`src/rtl/dff_stim_gen.sv`:
```
// rtl/dff_stim_gen.sv - reset-pulse plus LFSR toggle stimulus generator for negedge flops under test
// Optional toggle counter output TOG_CNT enabled by defining DFF_STIM_TOGGLE_COUNT_EN.
module dff_stim_gen #(
    parameter int          WIDTH      = 8,
    parameter int          RST_CYCLES = 4,
    parameter int          RUN_CYCLES = 1024,
    parameter logic [15:0] SEED       = 16'hACE1
) (
    input  logic             CLK,
    input  logic             RST,
    input  logic             START,
    input  logic [1:0]       ACT_SEL,
    output logic [WIDTH-1:0] D_OUT,
    output logic             RSTB_OUT,
    output logic             BUSY,
    output logic             DONE
`ifdef DFF_STIM_TOGGLE_COUNT_EN
    ,
    output logic [31:0]      TOG_CNT
`endif
);

    typedef enum logic [1:0] {S_IDLE, S_RSTP, S_RUN, S_FIN} state_t;

    localparam logic [15:0] SEED_EFF = (SEED == 16'h0000) ? 16'hACE1 : SEED;
    localparam logic [15:0] RST_LOAD = 16'(RST_CYCLES - 1);
    localparam logic [15:0] RUN_LOAD = 16'(RUN_CYCLES - 1);

    state_t           state_q, state_d;
    logic [15:0]      cnt_q, cnt_d;
    logic [1:0]       act_q, act_d;
    logic [15:0]      lfsr_q, lfsr_d;
    logic [WIDTH-1:0] d_out_q, d_out_d;
    logic             rstb_q, rstb_d;
    logic             busy_q, busy_d;
    logic             done_q, done_d;
    logic [WIDTH-1:0] tog_vec;
    logic             enter_rstp;

    // Per-lane toggle mask; lane index wraps mod 16 for the pairwise AND mode
    for (genvar g = 0; g < WIDTH; g++) begin : g_lane
        localparam int LO = (2 * g) % 16;
        localparam int HI = (2 * g + 1) % 16;
        assign tog_vec[g] = (act_q == 2'd0) ? 1'b0 :
                            (act_q == 2'd1) ? (lfsr_q[LO] & lfsr_q[HI]) :
                            (act_q == 2'd2) ? lfsr_q[g] : 1'b1;
    end

    always_comb begin
        state_d = state_q;
        cnt_d   = cnt_q;
        act_d   = act_q;
        case (state_q)
            S_IDLE: begin
                if (START) begin
                    state_d = S_RSTP;
                    cnt_d   = RST_LOAD;
                    act_d   = ACT_SEL;
                end
            end
            S_RSTP: begin
                if (cnt_q == 16'd0) begin
                    state_d = S_RUN;
                    cnt_d   = RUN_LOAD;
                end else begin
                    cnt_d = cnt_q - 16'd1;
                end
            end
            S_RUN: begin
                if (cnt_q == 16'd0) begin
                    state_d = S_FIN;
                end else begin
                    cnt_d = cnt_q - 16'd1;
                end
            end
            default: state_d = S_IDLE;
        endcase
    end

    assign enter_rstp = (state_q == S_IDLE) && (state_d == S_RSTP);

    // Outputs are derived from the next state so every pin changes with the state register
    always_comb begin
        lfsr_d  = lfsr_q;
        d_out_d = d_out_q;
        rstb_d  = 1'b1;
        busy_d  = 1'b0;
        done_d  = 1'b0;
        case (state_d)
            S_RSTP: begin
                rstb_d  = 1'b0;
                busy_d  = 1'b1;
                d_out_d = '0;
                if (enter_rstp) begin
                    lfsr_d = SEED_EFF;
                end
            end
            S_RUN: begin
                busy_d  = 1'b1;
                d_out_d = d_out_q ^ tog_vec;
                lfsr_d  = {lfsr_q[14:0], lfsr_q[15] ^ lfsr_q[13] ^ lfsr_q[12] ^ lfsr_q[10]};
            end
            S_FIN:   done_d = 1'b1;
            default: ;
        endcase
    end

    always_ff @(posedge CLK) begin
        if (RST) begin
            state_q <= S_IDLE;
            cnt_q   <= '0;
            act_q   <= '0;
            lfsr_q  <= SEED_EFF;
            d_out_q <= '0;
            rstb_q  <= 1'b0;
            busy_q  <= 1'b0;
            done_q  <= 1'b0;
        end else begin
            state_q <= state_d;
            cnt_q   <= cnt_d;
            act_q   <= act_d;
            lfsr_q  <= lfsr_d;
            d_out_q <= d_out_d;
            rstb_q  <= rstb_d;
            busy_q  <= busy_d;
            done_q  <= done_d;
        end
    end

    assign D_OUT    = d_out_q;
    assign RSTB_OUT = rstb_q;
    assign BUSY     = busy_q;
    assign DONE     = done_q;

`ifdef DFF_STIM_TOGGLE_COUNT_EN
    logic [31:0] tog_cnt_q, tog_cnt_d;
    logic [32:0] tog_sum;

    assign tog_sum = {1'b0, tog_cnt_q} + 33'($countones(d_out_d ^ d_out_q));

    always_comb begin
        tog_cnt_d = tog_cnt_q;
        if (enter_rstp) begin
            tog_cnt_d = '0;
        end else if (state_d == S_RUN) begin
            tog_cnt_d = tog_sum[32] ? 32'hFFFF_FFFF : tog_sum[31:0];
        end
    end

    always_ff @(posedge CLK) begin
        if (RST) begin
            tog_cnt_q <= '0;
        end else begin
            tog_cnt_q <= tog_cnt_d;
        end
    end

    assign TOG_CNT = tog_cnt_q;
`endif

endmodule

```
`config.mk`:
```
export PLATFORM = sky130hd
export DESIGN_NAME = dff_stim_gen
export DESIGN_NICKNAME = d
export VERILOG_FILES = /design/src/rtl/dff_stim_gen.sv
export SDC_FILE = /design/constraint.sdc
export NUM_CORES = 1
export LEC_CHECK = 0
export ABC_CLOCK_PERIOD_IN_PS = 5000
export BUFFER_PORTS_ARGS = -buffer_cell sky130_fd_sc_hd__buf_2
export CORE_MARGIN = 3
export CORE_UTILIZATION = 45
export CTS_CLUSTER_DIAMETER = 200
export DETAILED_ROUTE_END_ITERATION = 10
export GPL_TIMING_DRIVEN = 0
export HOLD_SLACK_MARGIN = 0.05
export PLACE_DENSITY = 0.69
export SETUP_SLACK_MARGIN = 0.5
export SLEW_MARGIN = 20
export SYNTH_ARGS = -nofsm -noshare
export SYNTH_HDL_FRONTEND = slang
export SYNTH_SLANG_ARGS = --single-unit
```
`constraint.sdc`:
```
create_clock -name CLK -period 5 [get_ports CLK]
set_input_delay 0 -clock CLK [delete_from_list [all_inputs] [get_ports CLK]]
set_output_delay 0 -clock CLK [all_outputs]
set_load 0.02 [all_outputs]
```
# --- After elaboration in Yosys (flattened, before gate mapping) ---
# Index checks and enable logic that the tools add are counted.
op_classes:
  add_sub_neg: 1
  n_eq_ne: 10
  n_mux: 38
  n_bitwise: 12
  n_reduce_logical: 10
op_table:
  columns: ["cell", "n"]
  rows:
  - ["$mux 16", 4]
  - ["$pmux 16 s3", 1]
  - ["$pmux 16 s2", 1]
  - ["$mux 1", 27]
  - ["$logic_not 16->1", 1]
  - ["$pmux 8 s2", 1]
  - ["$sub 16x1->16 const B", 1]
  - ["$and 1x1->1", 8]
  - ["$eq 2x2->1 const B", 4]
  - ["$xor 8x8->8", 1]
  - ["$eq 2x1->1 const B", 3]
  - ["$mux 2", 3]
  - ["$ne 2x2->1 const B", 3]
  - ["$pmux 2 s3", 1]
  - ["$logic_not 2->1", 2]
  - ["$reduce_and 2->1", 2]
  - ["$reduce_and 3->1", 1]
  - ["$reduce_bool 3->1", 1]
  - ["$xor 1x1->1", 3]
  - ["$reduce_bool 2->1", 1]
  - ["$reduce_or 2->1", 1]
  - ["$logic_and 1x1->1", 1]
word_totals:
  register_bits: 47
  in_bits: 5
  output_inout_bits: 11
  wordCells: 79

# --- Longest topological paths before layout ---
# Gate-level depths: netlist of run 1.
depth:
  word_depth: 7
  mapped_depth: 12
  mapped_depth_nobuf: 12

# --- Worst setup path before layout of run 1 ---
# No wires, ideal clock.
synth_path:
  path_type: "register -> register"
  start: "reg cnt_q[6]"
  end: "reg d_out_q[0] (netlist: D_OUT[0])"
  setup_time_ps: 133
  arrival_ps: 2601
  required_ps: 4867
  slack_ps: 2266
  path_stages_with_launch: 11
  n_path_buf: 2
  period_less_slack_ps: 2734
  path_cell_list: "dfxtp_1 -> buf_4 -> nor4_4 -> and4_1 -> o21ai_0 -> and3_1 -> or2_2 -> ha_1 -> buf_1 -> o21bai_1 -> nor2_1"
synth_between:
  elab_chain_len: 5
  elab_cells_between_ends: 8
  cone_classes: "2 x eq/ne; 4 x mux; 2 x reduce/logical"
synth_lines:
  columns: ["element", "line", "rtl"]
  rows:
  - ["from (decl)", "30", "logic [15:0] cnt_q, cnt_d;"]
  - ["from (signal assigned)", "120", "cnt_q <= cnt_d;"]
  - ["$logic_not 16->1 (*)", "62, 70", null]
  - ["$mux 2, on equally long branches", "70, 62", null]
  - ["$pmux 2 s3 (*)", "53", "case (state_q)"]
  - ["$eq 2x2->1 / $eq 2x1->1 (equally long branches)", "89", "case (state_d)"]
  - ["$pmux 8 s2 / $reduce_bool 2->1 (equally long branches)", null, null]
  - ["to (signal assigned)", "123", "d_out_q <= d_out_d;"]
  - ["to (decl)", "33", "logic [WIDTH-1:0] d_out_q, d_out_d;"]
# Every way passes the cells marked *; elsewhere a longest branch is shown, timed or not.
# A chain may end at the register's enable or synchronous reset.

# --- Final worst setup path of run 1 ---
layout_path:
  start: "reg cnt_q[6]"
  end: "reg lfsr_q[2]"
layout_between:
  elab_chain_len: 7
  elab_cells_between_ends: 11
  cone_classes: "3 x eq/ne; 4 x mux; 4 x reduce/logical"
layout_lines:
  columns: ["element", "line", "rtl"]
  rows:
  - ["$logic_not 16->1 (*)", "62, 70", null]
  - ["$mux 2, on equally long branches", "70, 62", null]
  - ["$pmux 2 s3 (*)", "53", null]
  - ["$eq 2x1->1", "80, 89", null]
  - ["$logic_and 1x1->1", "80", "assign enter_rstp = (state_q == S_IDLE) && (state_d == S_RSTP);"]
  - ["$ne 2x2->1 (no source line)", null, null]
  - ["$reduce_and 2->1 (no source line)", null, null]
  - ["to (signal assigned)", "122", "lfsr_q <= lfsr_d;"]
  - ["to (decl)", "32", "logic [15:0] lfsr_q, lfsr_d;"]
# Marks and branches as above.

==> impl_metrics.tcl, run 1 <==
set metrics [dict create \
    wire_per_inst_microns 14.0 \
    antenna_left 0 \
    synth_compound_area_frac 0.187 \
    powerDensity_nw_per_um2 684 \
    synth.most_common_cell "dfxtp_1" \
    finalPower_mw 1.93 \
    start_util 0.476 \
    first_pass_iters 4 \
    synth_cell_types 51 \
    route.detailed.drc 0 \
    peakVddDrop_mv 0.568 \
    worstMarginPinSlew_ns 0.609 \
    synth-xor-area-share 0.0457 \
    grt_pass1_vias 2020 \
    cts_made_buffers 5 \
    drive_gt1_frac 0.125 \
    synth-async-reset-ratio 0 \
    period_share 0.677 \
    synth_common_cells "47 x dfxtp_1, 29 x nand3_1, 27 x a21oi_1, 26 x nor2_1, 22 x nand2_1" \
    diodes 0 \
    hold_depth 4 \
    postCtsSetupBuffers 0 \
    grt_use_total 0.184 \
    cts_sinks 47 \
    wl_microns 5450 \
    syn_area_per_cell_sq_um 8.60 \
    die_w_microns 80.4 \
    critPathLaunch "cnt_q[6]" \
    reg2regPathDepth 11 \
    rows 26 \
    pin_count 16 \
    grt_overflow 0 \
    die-area_sq_um 6470 \
    status "completed" \
    path_class "flip-flop to flip-flop" \
    reg2reg_from "cnt_q[6]" \
    die_h_microns 80.4 \
    startpoint_type "flip-flop" \
    cts_tree "yes" \
    synth_area_sq_um 2490 \
    synth_top_area_cell "dfxtp_1" \
    yosys.area_share.simple 0.287 \
    cts_max_path_buffers 2 \
    tns_ns 0 \
    drv_cap 0 \
    worst_setup_path_end_kind "flip-flop" \
    required_ns 5.23 \
    clk_latency_ns 0.30 \
    place.gp.congestion 0.850 \
    leakagePower_nw 1.09 \
    via_count 2179 \
    drt_iter0_drc 134 \
    holdWs_ns 0.111 \
    cp_max_fo 10 \
    pre_cts_ws_ns 1.68 \
    grt_max_degree 16 \
    grt_pass1_wl_microns 9470 \
    fmax_mhz 296 \
    synthAdderAreaFrac 0.0552 \
    cts-htree-levels 2 \
    synth_area_leaders "dfxtp_1 38%, nand3_1 5.8%, ha_1 5.5%, a21oi_1 5.4%, xnor2_1 4.6%" \
    timing.rr.end "lfsr_q[2]" \
    finalMaxSlewViolations 0 \
    finClkSkew_ns 0.0112 \
    synth-seq-cells 47 \
    finalSetupViolations 0 \
    via_per_inst 5.60 \
    ys.flop_type "dfxtp_1" \
    syn_nets 306 \
    hpwl_microns 3920 \
    syn_inst 290 \
    antenna_found_initial 0 \
    syn_to_final_growth_pct 12.9 \
    r2r_slack_ns 1.62 \
    fin_ws_ns 1.62 \
    core_area_sq_um 5240 \
    io_buffer_count 15 \
    crit_arrival_ns 3.61 \
    fin_crit_ns 3.38 \
    holdPathEnd "cnt_q[11]" \
    finalHoldViolCount 0 \
    synth_top_family_by_area "simple AND/OR/NAND/NOR gates" \
    nets 334 \
    max_slew_margin 0.582 \
    ys_seq_area_frac 0.377 \
    path_clk_slew_ns 0.09 \
    synth_enable_flop_cells 0 \
    grt_setup_unrepaired "no" \
    cts-root-buf "clkbuf_8" \
    min_path_type "input port to flip-flop" \
    synth_top_area_share 0.377 \
    min_from "RST" \
    ys_warn_count 0 \
    synthMuxAreaShare 0.0166 \
]
## stage by stage
step / instance area, sq um / util / cells
2_1_floorplan: 2490 / - / 290
3_3_place_gp: 2660 / 0.507 / 375
3_5_place_dp: 2660 / 0.507 / 375
4_1_cts: 2820 / 0.538 / 389
5_1_grt: 2820 / 0.538 / 389
6_report: 2820 / 0.538 / 389
## critical path, stage by stage (launching register included)
cell and delay (ns):
dfxtp_1 0.30, buf_4 0.15, nor4_4 0.49, and4_1 0.38
o21ai_0 0.09, and3_1 0.22, or2_2 0.30, ha_1 0.21
mux2i_1 0.48, clkbuf_1 0.43, nand2_1 0.11, a21oi_1 0.14
## power by group
group	switching, mW	internal [mW]
Clock	0.131	0.113
Sequential	0.0814	0.454
Combinational	0.722	0.425
## state kept, by name, summed over array words and instances, names as in the netlist
| register | flops |
|---|---|
| cnt_q | 16 |
| lfsr_q | 16 |
| state_q | 2 |
| DONE | 1 |
| RSTB_OUT | 1 |
| D_OUT | 8 |
| BUSY | 1 |
| act_q | 2 |
## placed cells by master, fill, tap and decap left out, drive strengths merged, types with 9 or more instances in the layout
master	instances
dfxtp	47
nand3	29
a21oi	28
nor2	26
nand2	22
buf	21
xnor2	13
o21ai	12
clkbuf	12
ha	11
nor3b	10
nor3	9
## worst max path at each step
stage | slack, ns | depth (start not counted) | to
after floorplan | 2.27 | 10 | D_OUT[0]
after global placement | 1.74 | 11 | lfsr_q[12]
after detailed placement | 1.68 | 11 | lfsr_q[2]
after CTS | 1.66 | 11 | lfsr_q[2]
after global routing | 1.34 | 11 | lfsr_q[2]
final | 1.62 | 11 | lfsr_q[2]
## logic make-up after synthesis
group / after synthesis
simple gates: 124
buf+inv: 18
fa+ha+maj: 11
xor+xnor: 13
compound gates: 73
mux: 4
flops: 47
## area by class of cell
type,instances,area [sq um]
Clock buffer,6,82.6
Clock inverter,2,16.3
Sequential cell,47,941
Timing Repair Buffer,21,135
Fill cell,500,2420
Inverter,6,22.5
Buffer,12,57.6
Multi-Input combinational cell,225,1470
Tap cell,70,87.6
## timing repair
| action | in CTS | in global routing |
|---|---|---|
| gates resized for setup | 0 | 0 |
| hold buffers | 6 | 0 |
| endpoints found under the setup margin | 0 | 0 |
| hold endpoints to repair | 2 | 0 |
## per-layer routing
layer  track usage  part of all wire  wire (microns)
met5             0                 0               0
met4        0.0456             0.011              58
met3        0.0404             0.038             205
met2         0.284              0.45            2480
met1         0.261              0.50            2710
Note: power is estimated with default switching activity, not from simulation.
==> run 2, diff against run 1 <==
Settings changed: ABC_AREA from default to 1, ABC_CLOCK_PERIOD_IN_PS 5000 to 2950, PLACE_DENSITY 0.69 to 0.71.
Clock period 5 ns to 2.95 ns, I/O delays scaled along.
==> run 2 against run 1 <==
- clock-buffer cell count is 1 lower
- first-iteration DRC count is 37% higher
- sequential share of layout area is 2.4 points lower
- critical endpoint is now lfsr_q[11]
==> impl_metrics.tcl, run 2 <==
set metrics [dict create \
    status "completed" \
    die_w_microns 81.6 \
    drv_cap 0 \
    grt_overflow 0 \
    place.gp.congestion 0.848 \
    leakagePower_nw 1.37 \
    syn_to_final_growth_pct 18.3 \
    core_area_sq_um 5300 \
    start_util 0.485 \
    required_ns 3.11 \
    min_path_type "flip-flop to flip-flop" \
    cts-root-buf "clkbuf_8" \
    diodes 0 \
    cts-htree-levels 2 \
    regArea_sq_um 945 \
    first_pass_iters 5 \
    period_share 0.792 \
    final_common_cell "nand2_1" \
    synth_cell_types 28 \
    design_area_sq_um 3040 \
    synth.most_common_cell "nand2_1" \
    finClkSkew_ns 0.0128 \
    worstMarginPinSlew_ns 0.585 \
    multiInputGateArea_sq_um 1490 \
    finalMaxSlewViolations 0 \
    cts_tree "yes" \
    drt_iter0_drc 184 \
    ys_seq_area_frac 0.366 \
    synth_top_area_share 0.366 \
    cts_sinks 47 \
    synth_area_sq_um 2570 \
    grt_max_degree 15 \
    synth_common_cells "76 x nand2_1, 72 x nor2_1, 47 x dfxtp_1, 47 x inv_1, 35 x o21ai_0" \
    synth-async-reset-ratio 0 \
    final_cell_mix "71 x nand2_1, 65 x nor2_1, 44 x dfxtp_1" \
    grt_pass1_wl_microns 10600 \
    startpoint_type "flip-flop" \
    grt_pass1_vias 2252 \
    fmax_mhz 428 \
    grt_use_total 0.202 \
    synth_enable_flop_cells 0 \
    drive_gt1_frac 0.174 \
    path_clk_slew_ns 0.08 \
    rows 26 \
    cts_made_buffers 5 \
    die-area_sq_um 6660 \
    clk_latency_ns 0.31 \
    syn_nets 402 \
    synth-seq-cells 47 \
    nets 436 \
    path_class "flip-flop to flip-flop" \
    fin_crit_ns 2.34 \
    finalPower_mw 3.75 \
    peakVddDrop_mv 0.727 \
    io_buffer_count 15 \
    cp_max_fo 10 \
    place_area_sq_um 2740 \
    crit_arrival_ns 2.50 \
    route.detailed.drc 0 \
    grt_setup_unrepaired "no" \
    ys_warn_count 0 \
    worst_setup_path_end_kind "flip-flop" \
    antenna_left 0 \
    antenna_found_initial 0 \
    wire_per_inst_microns 12.5 \
    finalSetupViolations 0 \
    syn_inst 386 \
    finalHoldViolCount 0 \
    synth_area_leaders "dfxtp_1 37%, nand2_1 11%, nor2_1 11%, inv_1 6.9%, o21ai_0 6.8%" \
    synth_top_area_cell "dfxtp_1" \
    via_count 2519 \
    wl_microns 6130 \
    tns_ns 0 \
    powerDensity_nw_per_um2 1230 \
    pin_count 16 \
    hpwl_microns 4240 \
    via_per_inst 5.14 \
    ys.flop_type "dfxtp_1" \
    die_h_microns 81.6 \
    max_slew_margin 0.609 \
    nFillCells 493 \
    cts_max_path_buffers 2 \
    syn_area_per_cell_sq_um 6.66 \
]
run 2: changes by cell type after synthesis, sizes merged, moves of 7 or more:
cell	change
nand2	+56
nor2	+52
inv	+42
o21ai	+24
nor3b	-10
xnor2	-10
a22oi	+8
nor3	-7
o21bai	-7
run 2: kinds of logic after synthesis:
family,Yosys count,share of synthesized area
compound gates,80,0.172
xor+xnor,4,0.0136
fa+ha+maj,11,0.0535
buf+inv,56,0.0856
flops,47,0.366
simple gates,188,0.309
run 2: path summary, 6_finish.rpt:
path	slack (ns)	depth (start not counted)	to	start
min reg2reg	0.45	1	D_OUT[0]	D_OUT[0]
max	0.61	13	lfsr_q[11]	state_q[1]
max reg2reg	0.61	13	lfsr_q[11]	state_q[1]
min	0.45	1	D_OUT[0]	D_OUT[0]
run 2: layout make-up:
class / instances / share of cell area
clock inverters: 2 / 0.0123
clock buffers: 5 / 0.0226
multi-input cells: 283 / 0.491
flip-flops and latches: 47 / 0.310
inverters: 48 / 0.0592
repair buffers: 27 / 0.0584
plain buffers: 8 / 0.0173
well taps: 70 / 0.0288
run 2: worst max-delay path, cell delays in order, from the launching register on:
cell	delay [ns]
dfxtp_1	0.36
inv_1	0.11
ha_1	0.32
a21oi_2	0.10
o21ai_2	0.17
nand2_2	0.10
buf_4	0.14
ha_1	0.18
or2_4	0.24
nand2_4	0.10
inv_2	0.05
clkbuf_8	0.15
o21ai_0	0.07
o211ai_1	0.11
run 2: report_power, final:
part	total (mW)	switching, mW	internal, mW
sequential	0.934	0.131	0.802
clock	0.467	0.219	0.248
combinational	2.35	1.46	0.892
run 2: through the flow:
stage	std cells	util	worst slack, ns	hold WS (ns)
after floorplan	386	-	0.585	0.156
after global placement	471	0.516	0.222	0.257
after detailed placement	471	0.516	0.222	0.298
after CTS	487	0.559	0.488	0.454
after global routing	490	0.574	0.483	0.482
final	490	0.574	0.613	0.455
run 2: per-layer routing:
| layer | part of all wire | global-route usage |
|---|---|---|
| met4 | 0.015 | 0.0648 |
| met3 | 0.048 | 0.0296 |
| met5 | 0 | 0 |
| met2 | 0.43 | 0.308 |
| met1 | 0.51 | 0.294 |
run 2: repair_timing:
action,4_1_cts,5_1_grt
gates resized for setup,15,32
endpoints found under the hold margin,3,0
setup buffers,4,3
hold buffers,5,0
setup endpoints to repair,24,24
pin swaps,4,6
